`src/rtl/masked_sbox_scheduler.sv`:
```
// Time-multiplexes a pool of pipelined masked GF(2^8) inverter lanes between
// a 16-byte masked round state and a 4-byte masked key-schedule word.
// A job is split into beats of NUM_LANES bytes. Each beat is pushed into the
// free-running lanes. A tag shift register follows each beat through the
// pipeline so its result bytes can be written back to the correct slot.
module masked_sbox_scheduler #(
    parameter int NUM_SHARES = 2,
    parameter int NUM_LANES  = 4,
    parameter int LATENCY    = 3
) (
    input  logic                              in_clock,
    input  logic                              in_reset,
    input  logic                              in_state_valid,
    output logic                              out_state_ready,
    input  logic [16*8*NUM_SHARES-1:0]        in_state,
    input  logic                              in_key_valid,
    output logic                              out_key_ready,
    input  logic [4*8*NUM_SHARES-1:0]         in_key,
    input  logic                              in_random_valid,
    output logic                              out_random_ready,
    output logic [NUM_LANES*8*NUM_SHARES-1:0] out_sbox_in,
    input  logic [NUM_LANES*8*NUM_SHARES-1:0] in_sbox_out,
    output logic                              out_state_valid,
    input  logic                              in_state_ready,
    output logic [16*8*NUM_SHARES-1:0]        out_state,
    output logic                              out_key_valid,
    input  logic                              in_key_ready,
    output logic [4*8*NUM_SHARES-1:0]         out_key,
    output logic                              out_busy
);
    localparam int SW        = 8 * NUM_SHARES;
    localparam int LANE_W    = NUM_LANES * SW;
    localparam int STATE_W   = 16 * SW;
    localparam int KEY_W     = 4 * SW;
    localparam int MAX_BEATS = 16 / NUM_LANES;
    localparam int KEY_BEATS = 4 / NUM_LANES;
    localparam int CW        = $clog2(MAX_BEATS + 1);
    localparam int BW        = (MAX_BEATS > 1) ? $clog2(MAX_BEATS) : 1;

    typedef enum logic [1:0] {IDLE, ISSUE, DRAIN, DONE} state_t;

    state_t               state_r;
    state_t               state_s;
    logic                 job_key_r;
    logic [CW-1:0]        beats_r;
    logic [CW-1:0]        beat_cnt_r;
    logic [STATE_W-1:0]   in_buf_r;
    logic [STATE_W-1:0]   res_r;
    logic [LATENCY-1:0]   tag_valid_r;
    logic [BW-1:0]        tag_beat_r [LATENCY];

    logic                 accept_key_s;
    logic                 accept_state_s;
    logic                 issue_s;
    logic                 upstream_s;
    logic                 last_retire_s;
    logic                 release_s;

    // Tags still travelling ahead of the output stage; the last retire is when only the output tag is valid
    always_comb begin
        upstream_s = 1'b0;
        for (int i = 0; i < LATENCY - 1; i++) begin
            upstream_s = upstream_s | tag_valid_r[i];
        end
        last_retire_s = tag_valid_r[LATENCY-1] & ~upstream_s;
        release_s     = job_key_r ? in_key_ready : in_state_ready;
    end

    // Next-state logic: job acceptance with key priority, beat issue, drain, result handshake
    always_comb begin
        state_s        = state_r;
        accept_key_s   = 1'b0;
        accept_state_s = 1'b0;
        issue_s        = 1'b0;
        case (state_r)
            IDLE: begin
                if (in_key_valid) begin
                    accept_key_s = 1'b1;
                    state_s      = ISSUE;
                end else if (in_state_valid) begin
                    accept_state_s = 1'b1;
                    state_s        = ISSUE;
                end else begin
                    state_s = IDLE;
                end
            end
            ISSUE: begin
                if (in_random_valid) begin
                    issue_s = 1'b1;
                    if (beat_cnt_r == (beats_r - CW'(1))) begin
                        state_s = DRAIN;
                    end else begin
                        state_s = ISSUE;
                    end
                end else begin
                    state_s = ISSUE;
                end
            end
            DRAIN: begin
                if (last_retire_s) begin
                    state_s = DONE;
                end else begin
                    state_s = DRAIN;
                end
            end
            DONE: begin
                if (release_s) begin
                    state_s = IDLE;
                end else begin
                    state_s = DONE;
                end
            end
            default: begin
                state_s = IDLE;
            end
        endcase
    end

    // FSM state register
    always_ff @(posedge in_clock or negedge in_reset) begin
        if (!in_reset) begin
            state_r <= IDLE;
        end else begin
            state_r <= state_s;
        end
    end

    // Job bookkeeping: capture the job on accept, advance the beat counter on each issue
    always_ff @(posedge in_clock or negedge in_reset) begin
        if (!in_reset) begin
            job_key_r  <= 1'b0;
            beats_r    <= '0;
            beat_cnt_r <= '0;
            in_buf_r   <= '0;
        end else if (accept_key_s) begin
            job_key_r  <= 1'b1;
            beats_r    <= CW'(KEY_BEATS);
            beat_cnt_r <= '0;
            in_buf_r   <= {{(STATE_W - KEY_W){1'b0}}, in_key};
        end else if (accept_state_s) begin
            job_key_r  <= 1'b0;
            beats_r    <= CW'(MAX_BEATS);
            beat_cnt_r <= '0;
            in_buf_r   <= in_state;
        end else if (issue_s) begin
            beat_cnt_r <= beat_cnt_r + CW'(1);
        end
    end

    // Tag pipeline shadows the lanes, which have no enable, so it shifts every cycle
    always_ff @(posedge in_clock or negedge in_reset) begin
        if (!in_reset) begin
            tag_valid_r <= '0;
            for (int i = 0; i < LATENCY; i++) begin
                tag_beat_r[i] <= '0;
            end
        end else begin
            tag_valid_r[0] <= issue_s;
            tag_beat_r[0]  <= beat_cnt_r[BW-1:0];
            for (int i = 1; i < LATENCY; i++) begin
                tag_valid_r[i] <= tag_valid_r[i-1];
                tag_beat_r[i]  <= tag_beat_r[i-1];
            end
        end
    end

    // Result reassembly: a valid tag at the lane output selects the destination beat slot
    always_ff @(posedge in_clock or negedge in_reset) begin
        if (!in_reset) begin
            res_r <= '0;
        end else if (tag_valid_r[LATENCY-1]) begin
            res_r[tag_beat_r[LATENCY-1]*LANE_W +: LANE_W] <= in_sbox_out;
        end
    end

    // Output decode: lanes see data only on issue, results are exposed only in DONE for the matching job
    always_comb begin
        out_key_ready    = in_reset & accept_key_s;
        out_state_ready  = in_reset & accept_state_s;
        out_random_ready = issue_s | (|tag_valid_r);
        out_busy         = (state_r != IDLE);
        out_key_valid    = 1'b0;
        out_state_valid  = 1'b0;
        out_key          = '0;
        out_state        = '0;
        if (issue_s) begin
            out_sbox_in = in_buf_r[beat_cnt_r*LANE_W +: LANE_W];
        end else begin
            out_sbox_in = '0;
        end
        if (state_r == DONE) begin
            if (job_key_r) begin
                out_key_valid = 1'b1;
                out_key       = res_r[KEY_W-1:0];
            end else begin
                out_state_valid = 1'b1;
                out_state       = res_r;
            end
        end else begin
            out_key_valid   = 1'b0;
            out_state_valid = 1'b0;
        end
    end

endmodule

```
`config.mk`:
```
export PLATFORM = sky130hd
export DESIGN_NAME = masked_sbox_scheduler
export DESIGN_NICKNAME = d
export VERILOG_FILES = /design/src/rtl/masked_sbox_scheduler.sv
export SDC_FILE = /design/constraint.sdc
export NUM_CORES = 1
export LEC_CHECK = 0
export ABC_AREA = 1
export CAP_MARGIN = 15
export CORE_AREA = 2 2 308 310
export CTS_CLUSTER_DIAMETER = 50
export DETAILED_ROUTE_END_ITERATION = 6
export DIE_AREA = 0 0 310 312
export PLACE_DENSITY = 0.49
export RECOVER_POWER = 100
export SYNTH_ARGS = -nofsm -noshare
export SYNTH_HDL_FRONTEND = slang
export SYNTH_SLANG_ARGS = --single-unit
```
`constraint.sdc`:
```
create_clock -name in_clock -period 4.6 [get_ports in_clock]
set_input_delay 0.92 -clock in_clock [delete_from_list [all_inputs] [get_ports in_clock]]
set_output_delay 0.92 -clock in_clock [all_outputs]
set_load 0.02 [all_outputs]
```
### Word level (Yosys, flattened, before mapping)

Cells that the tools add are included.

| storage, ports and cells | value |
|---|---|
| register bits after elaboration | 530 |
| latch bits | 0 |
| RAM bits | 0 |
| bits in read-only memories | 0 |
| input port bits | 391 |
| output and inout port bits | 390 |
| word-level logic and storage cells | 65 |
| memories | 0 |

| operators by class | value |
|---|---|
| $add $sub $neg | 3 |
| multipliers | 0 |
| divide/modulo/power cells | 0 |
| magnitude comparators | 0 |
| eq/ne operators | 4 |
| shift operators | 3 |
| multiplexer cells | 34 |
| bitwise logic cells | 6 |
| reductions and logical operators | 5 |

Operator list:

| cell | number |
|---|---|
| $mux 256 | 4 |
| $bwmux 256 | 1 |
| $shift 64x34->256 const A | 1 |
| $shiftx 256x10->64 | 1 |
| $shiftx 64x34->256 | 1 |
| $mux 64 | 3 |
| $neg 8->34 | 1 |
| $mux 1 | 17 |
| $mux 3 | 5 |
| $pmux 2 s4 | 1 |
| $mux 2 | 3 |
| $eq 2x2->1 const B | 2 |
| $reduce_bool 2->1 | 2 |
| $add 3x1->3 const B | 1 |
| $and 1x1->1 | 3 |
| $eq 3x3->1 | 1 |
| $reduce_bool 3->1 | 1 |
| $reduce_or 3->1 | 1 |
| $sub 3x1->3 const B | 1 |
| $eq 2x1->1 const B | 1 |
| $logic_not 2->1 | 1 |
| $or 1x1->1 | 2 |
| $not 1->1 | 1 |

### Depth between registers and ports, before layout

| depth | value |
|---|---|
| depth in word-level cells | 5 |
| depth in mapped cells | 8 |
| depth with buffers taken out | 8 |

### Least setup slack after synthesis

Ideal clock, no wire load.

| timing path | value |
|---|---|
| path type | input port to output port |
| start | in in_key_valid |
| end | out out_state_ready |
| arrival | 1.841 ns |
| data required time | 3.680 ns |
| path slack | 1.839 ns |
| cell stages on the path | 6 |
| buffers on the path | 1 |
| cell sequence | inv_1 > nand2_1 > nor2_4 > buf_4 > inv_1 > nor2_1 |

| between the ends | value |
|---|---|
| word-level cells in the longest chain between the ends | 3 |

RTL lines:

| what | line | source |
|---|---|---|
| start, declared | 16 | `input logic in_key_valid,` |
| $mux 1 | 77 | `if (in_key_valid) begin` |
| $mux 1 | 75 | `case (state_r)` |
| $and 1x1->1 | 179 | `out_state_ready = in_reset & accept_state_s;` |
| end, declared | 14 | `output logic out_state_ready,` |

Every way passes these cells.

==> results.sh <==
export IMPL_slowest_stage="dlygate4sd3_1"
export IMPL_cellLeakagePower_nw=17.0
export IMPL_finalSetupViolCount=0
export IMPL_skew_ns=0.0295
export IMPL_ys_top_cells_by_area="dfrtp_1 (55%), nand2_1 (9.6%), inv_1 (7.3%)"
export IMPL_start_kind="register"
export IMPL_clkPwrFrac_pct=31.3
export IMPL_min_path_type="input port to async pin"
export IMPL_antenna_found_initial=27
export IMPL_synthCells=3010
export IMPL_power_share_combinational_pct=34.5
export IMPL_syn_nets=3407
export IMPL_grt_usage_pct=19.9
export IMPL_synth_async_sr_flop_share_pct=100
export IMPL_cp_data_required_time_ns=3.68
export IMPL_via_per_inst=4.48
export IMPL_clk_pin_slew_ns=0.06
export IMPL_drive_gt1_share_pct=5.15
export IMPL_period_share_pct=92.9
export IMPL_swShare_pct=37.2
export IMPL_layout_min_cycle_time_ns=4.27
export IMPL_crit_type="register to primary output"
export IMPL_power_frac_seq_pct=34.3
export IMPL_hold_viol=0
export IMPL_dp_hpwl_um=67700
export IMPL_vias=22561
export IMPL_cts_repair_resized=0
export IMPL_cp_max_fo=38
export IMPL_gp_congestion=0.809
export IMPL_synth_area_um2=24200
export IMPL_violations="capacitance limit, slew limit"
export IMPL_p_per_area_nw_per_um2=612
export IMPL_ctsLongestPathBuffers=3
export IMPL_ys_warn_count=0
export IMPL_h_tree_depth=3
export IMPL_yosys_area_top_type="dfrtp_1"
export IMPL_postCtsSetupRepairBufs=0
export IMPL_synth_seq_cells=528
export IMPL_grt_ovfl_total=0
export IMPL_rsz0062_at_grt="no"
export IMPL_slowest_delay_ns=0.69
export IMPL_worst_pin_slew_ns=3.49
export IMPL_ys_types=22
export IMPL_synth_edf_count=0
export IMPL_path_cells="inv_1 > nor2_1 > buf_4 > inv_2 > buf_4 > clkbuf_2 > nor2_1 > dlygate4sd3_1"
export IMPL_rows=112
export IMPL_die_area_um2=96700
export IMPL_r2r_start="tag_beat_r[0]$_DFF_PN0_"
export IMPL_grt_max_degree=169
export IMPL_post_synth_cell_area_avg_um2=8.04
export IMPL_p_int_mw=13.8
export IMPL_dieHeight_um=312
export IMPL_wl_per_cell_um=19.7
export IMPL_vdd_drop_max_mv=0.376
export IMPL_status="finished, violations left"
export IMPL_slew_headroom_pct=-132
export IMPL_layout_nets=4094
export IMPL_clockRootBuffer="clkbuf_16"
export IMPL_placed_area_um2=33000
export IMPL_startpoint="beats_r[0]$_DFFE_PN0P_"
export IMPL_power_switching_mw=8.18
export IMPL_reg2regPathDepth=7
export IMPL_cap_violations=9
export IMPL_drv_slew=486
export IMPL_cp_endpoint="out_key[26]"
export IMPL_holdBufCountCts=0
export IMPL_io_buffer_count=780
export IMPL_end_kind="primary output"
export IMPL_max_freq_mhz=234
export IMPL_io_pins=781
export IMPL_final_setup_tns_ns=0
export IMPL_drcViolationCount=0
export IMPL_dieWidth_um=310
export IMPL_insertion_delay_ns=0.63
export IMPL_grt_pass1_vias=22534
export IMPL_synthTopCellsByCount="nand2_1 (622), dfrtp_1 (528), inv_1 (469), nor2_1 (332), o22ai_1 (256)"
export IMPL_reg2reg_to="res_r[222]$_DFFE_PN0P_"
export IMPL_seq_area_frac_synth_pct=54.6
export IMPL_yosysTopAreaCellShare_pct=54.6
export IMPL_cts_buffers=83
export IMPL_ant_nets=0
export IMPL_cts_tree="yes"
export IMPL_fp_coreArea_um2=93000
export IMPL_first_pass_iters=5
export IMPL_arrival_ns=3.35
export IMPL_grt_pass1_wl_um=146000
export IMPL_synth_flop_cell="dfrtp_1"
export IMPL_drtIter0Drc=1273
export IMPL_routed_wl_um=99200
export IMPL_synthToLayoutAreaGrowth_pct=48.6
export IMPL_numClockSinks=528
export IMPL_r2r_slack_ns=0.60
export IMPL_start_util_pct=26.0
export IMPL_fin_area_um2=36000
export IMPL_synthMostInstantiatedCell="nand2_1"
-- critical path, delay by kind of cell (launching register included) --
kind	cells	cell delay [ns]
flops	1	0.42
simple gates	2	0.20
buf+inv	6	2.04
-- cells by family after synthesis --
| family | count (synthesis) | synth area share, % |
|---|---|---|
| buffers and inverters | 690 | 11.6 |
| adders and majority gates | 6 | 0.310 |
| and+or+nand+nor | 1075 | 17.5 |
| DFF | 528 | 54.6 |
| AOI/OAI and AO/OA | 711 | 16.0 |
-- final cells by class --
cell class,count,area (um2)
fillers,9766,57100
multi-input cells,1792,8160
flip-flops and latches,528,13200
well taps,1254,1570
inverters,477,1800
clock inverters,49,749
diodes,11,27.5
repair buffers,815,8130
clock buffers,107,2300
-- metal layers --
metal / routed length (um) / part of all wire (%) / GRT usage [%]
met4: 2520 / 2.5 / 6.48
met3: 8000 / 8.1 / 6.11
met2: 47800 / 48 / 33.2
met5: 181 / 0.18 / 0
met1: 40700 / 41 / 24.4
-- metrics by stage --
stage | hold WS [ns] | power [mW] | util [%] | std cells | setup WS [ns]
6_report | 0.144 | 22.0 | 38.6 | 5033 | 0.328
5_1_grt | 0.122 | 23.5 | 38.6 | 5028 | 0.155
4_1_cts | 0.115 | 22.6 | 38.7 | 5022 | 0.432
3_5_place_dp | 0.335 | 15.6 | 35.5 | 4866 | 0.467
3_3_place_gp | 0.334 | 15.5 | 35.5 | 4866 | 0.590
2_1_floorplan | 0.331 | 12.5 | - | 3010 | 1.84
-- power groups by stage --
stage          combinational (mW)  sequential [mW]  clock (mW)
2_1_floorplan                5.10             7.39           0
3_3_place_gp                 7.96             7.55           0
3_5_place_dp                 7.97             7.60           0
4_1_cts                      8.00             7.54        7.05
5_1_grt                      8.49             7.78        7.24
6_report                     7.59             7.54        6.89
-- how the worst min path moves through the flow --
stage,from,slack [ns],cells after the start,endpoint
2_1_floorplan,tag_beat_r[2]$_DFF_PN0_,0.33,0,tag_beat_r[0]$_DFF_PN0_
3_3_place_gp,tag_beat_r[4]$_DFF_PN0_,0.33,0,tag_beat_r[2]$_DFF_PN0_
3_5_place_dp,tag_beat_r[3]$_DFF_PN0_,0.33,0,tag_beat_r[1]$_DFF_PN0_
4_1_cts,in_reset,0.12,1,res_r[3]$_DFFE_PN0P_
5_1_grt,in_reset,0.12,1,res_r[3]$_DFFE_PN0P_
6_report,in_reset,0.14,1,res_r[3]$_DFFE_PN0P_
-- sequential cells by signal, indices dropped and copies added, names as in the netlist --
register	count
beats_r	2
state_r	2
in_buf_r	256
tag_beat_r	6
beat_cnt_r	3
res_r	256
tag_valid_r	3
-- cell usage in the layout, fill, tap and decap left out, types with 3 or more instances in the layout --
cell type,n
diode_2,11
inv_1,466
nor2_1,334
buf_12,7
dfrtp_1,526
clkdlybuf4s50_1,393
clkbuf_4,3
a21oi_1,194
inv_2,7
buf_4,17
dlygate4sd3_1,381
clkdlybuf4s25_1,3
inv_6,4
clkbuf_2,6
clkbuf_16,84
inv_16,3
nand3_1,113
o21ai_0,258
ha_1,6
nand2_1,622
clkinv_2,12
clkinv_4,4
o21ai_1,3
clkbuf_8,11
clkinvlp_4,9
clkbuf_1,16
bufinv_16,15
o22ai_1,256
Note: power is estimated with default switching activity, not from simulation.
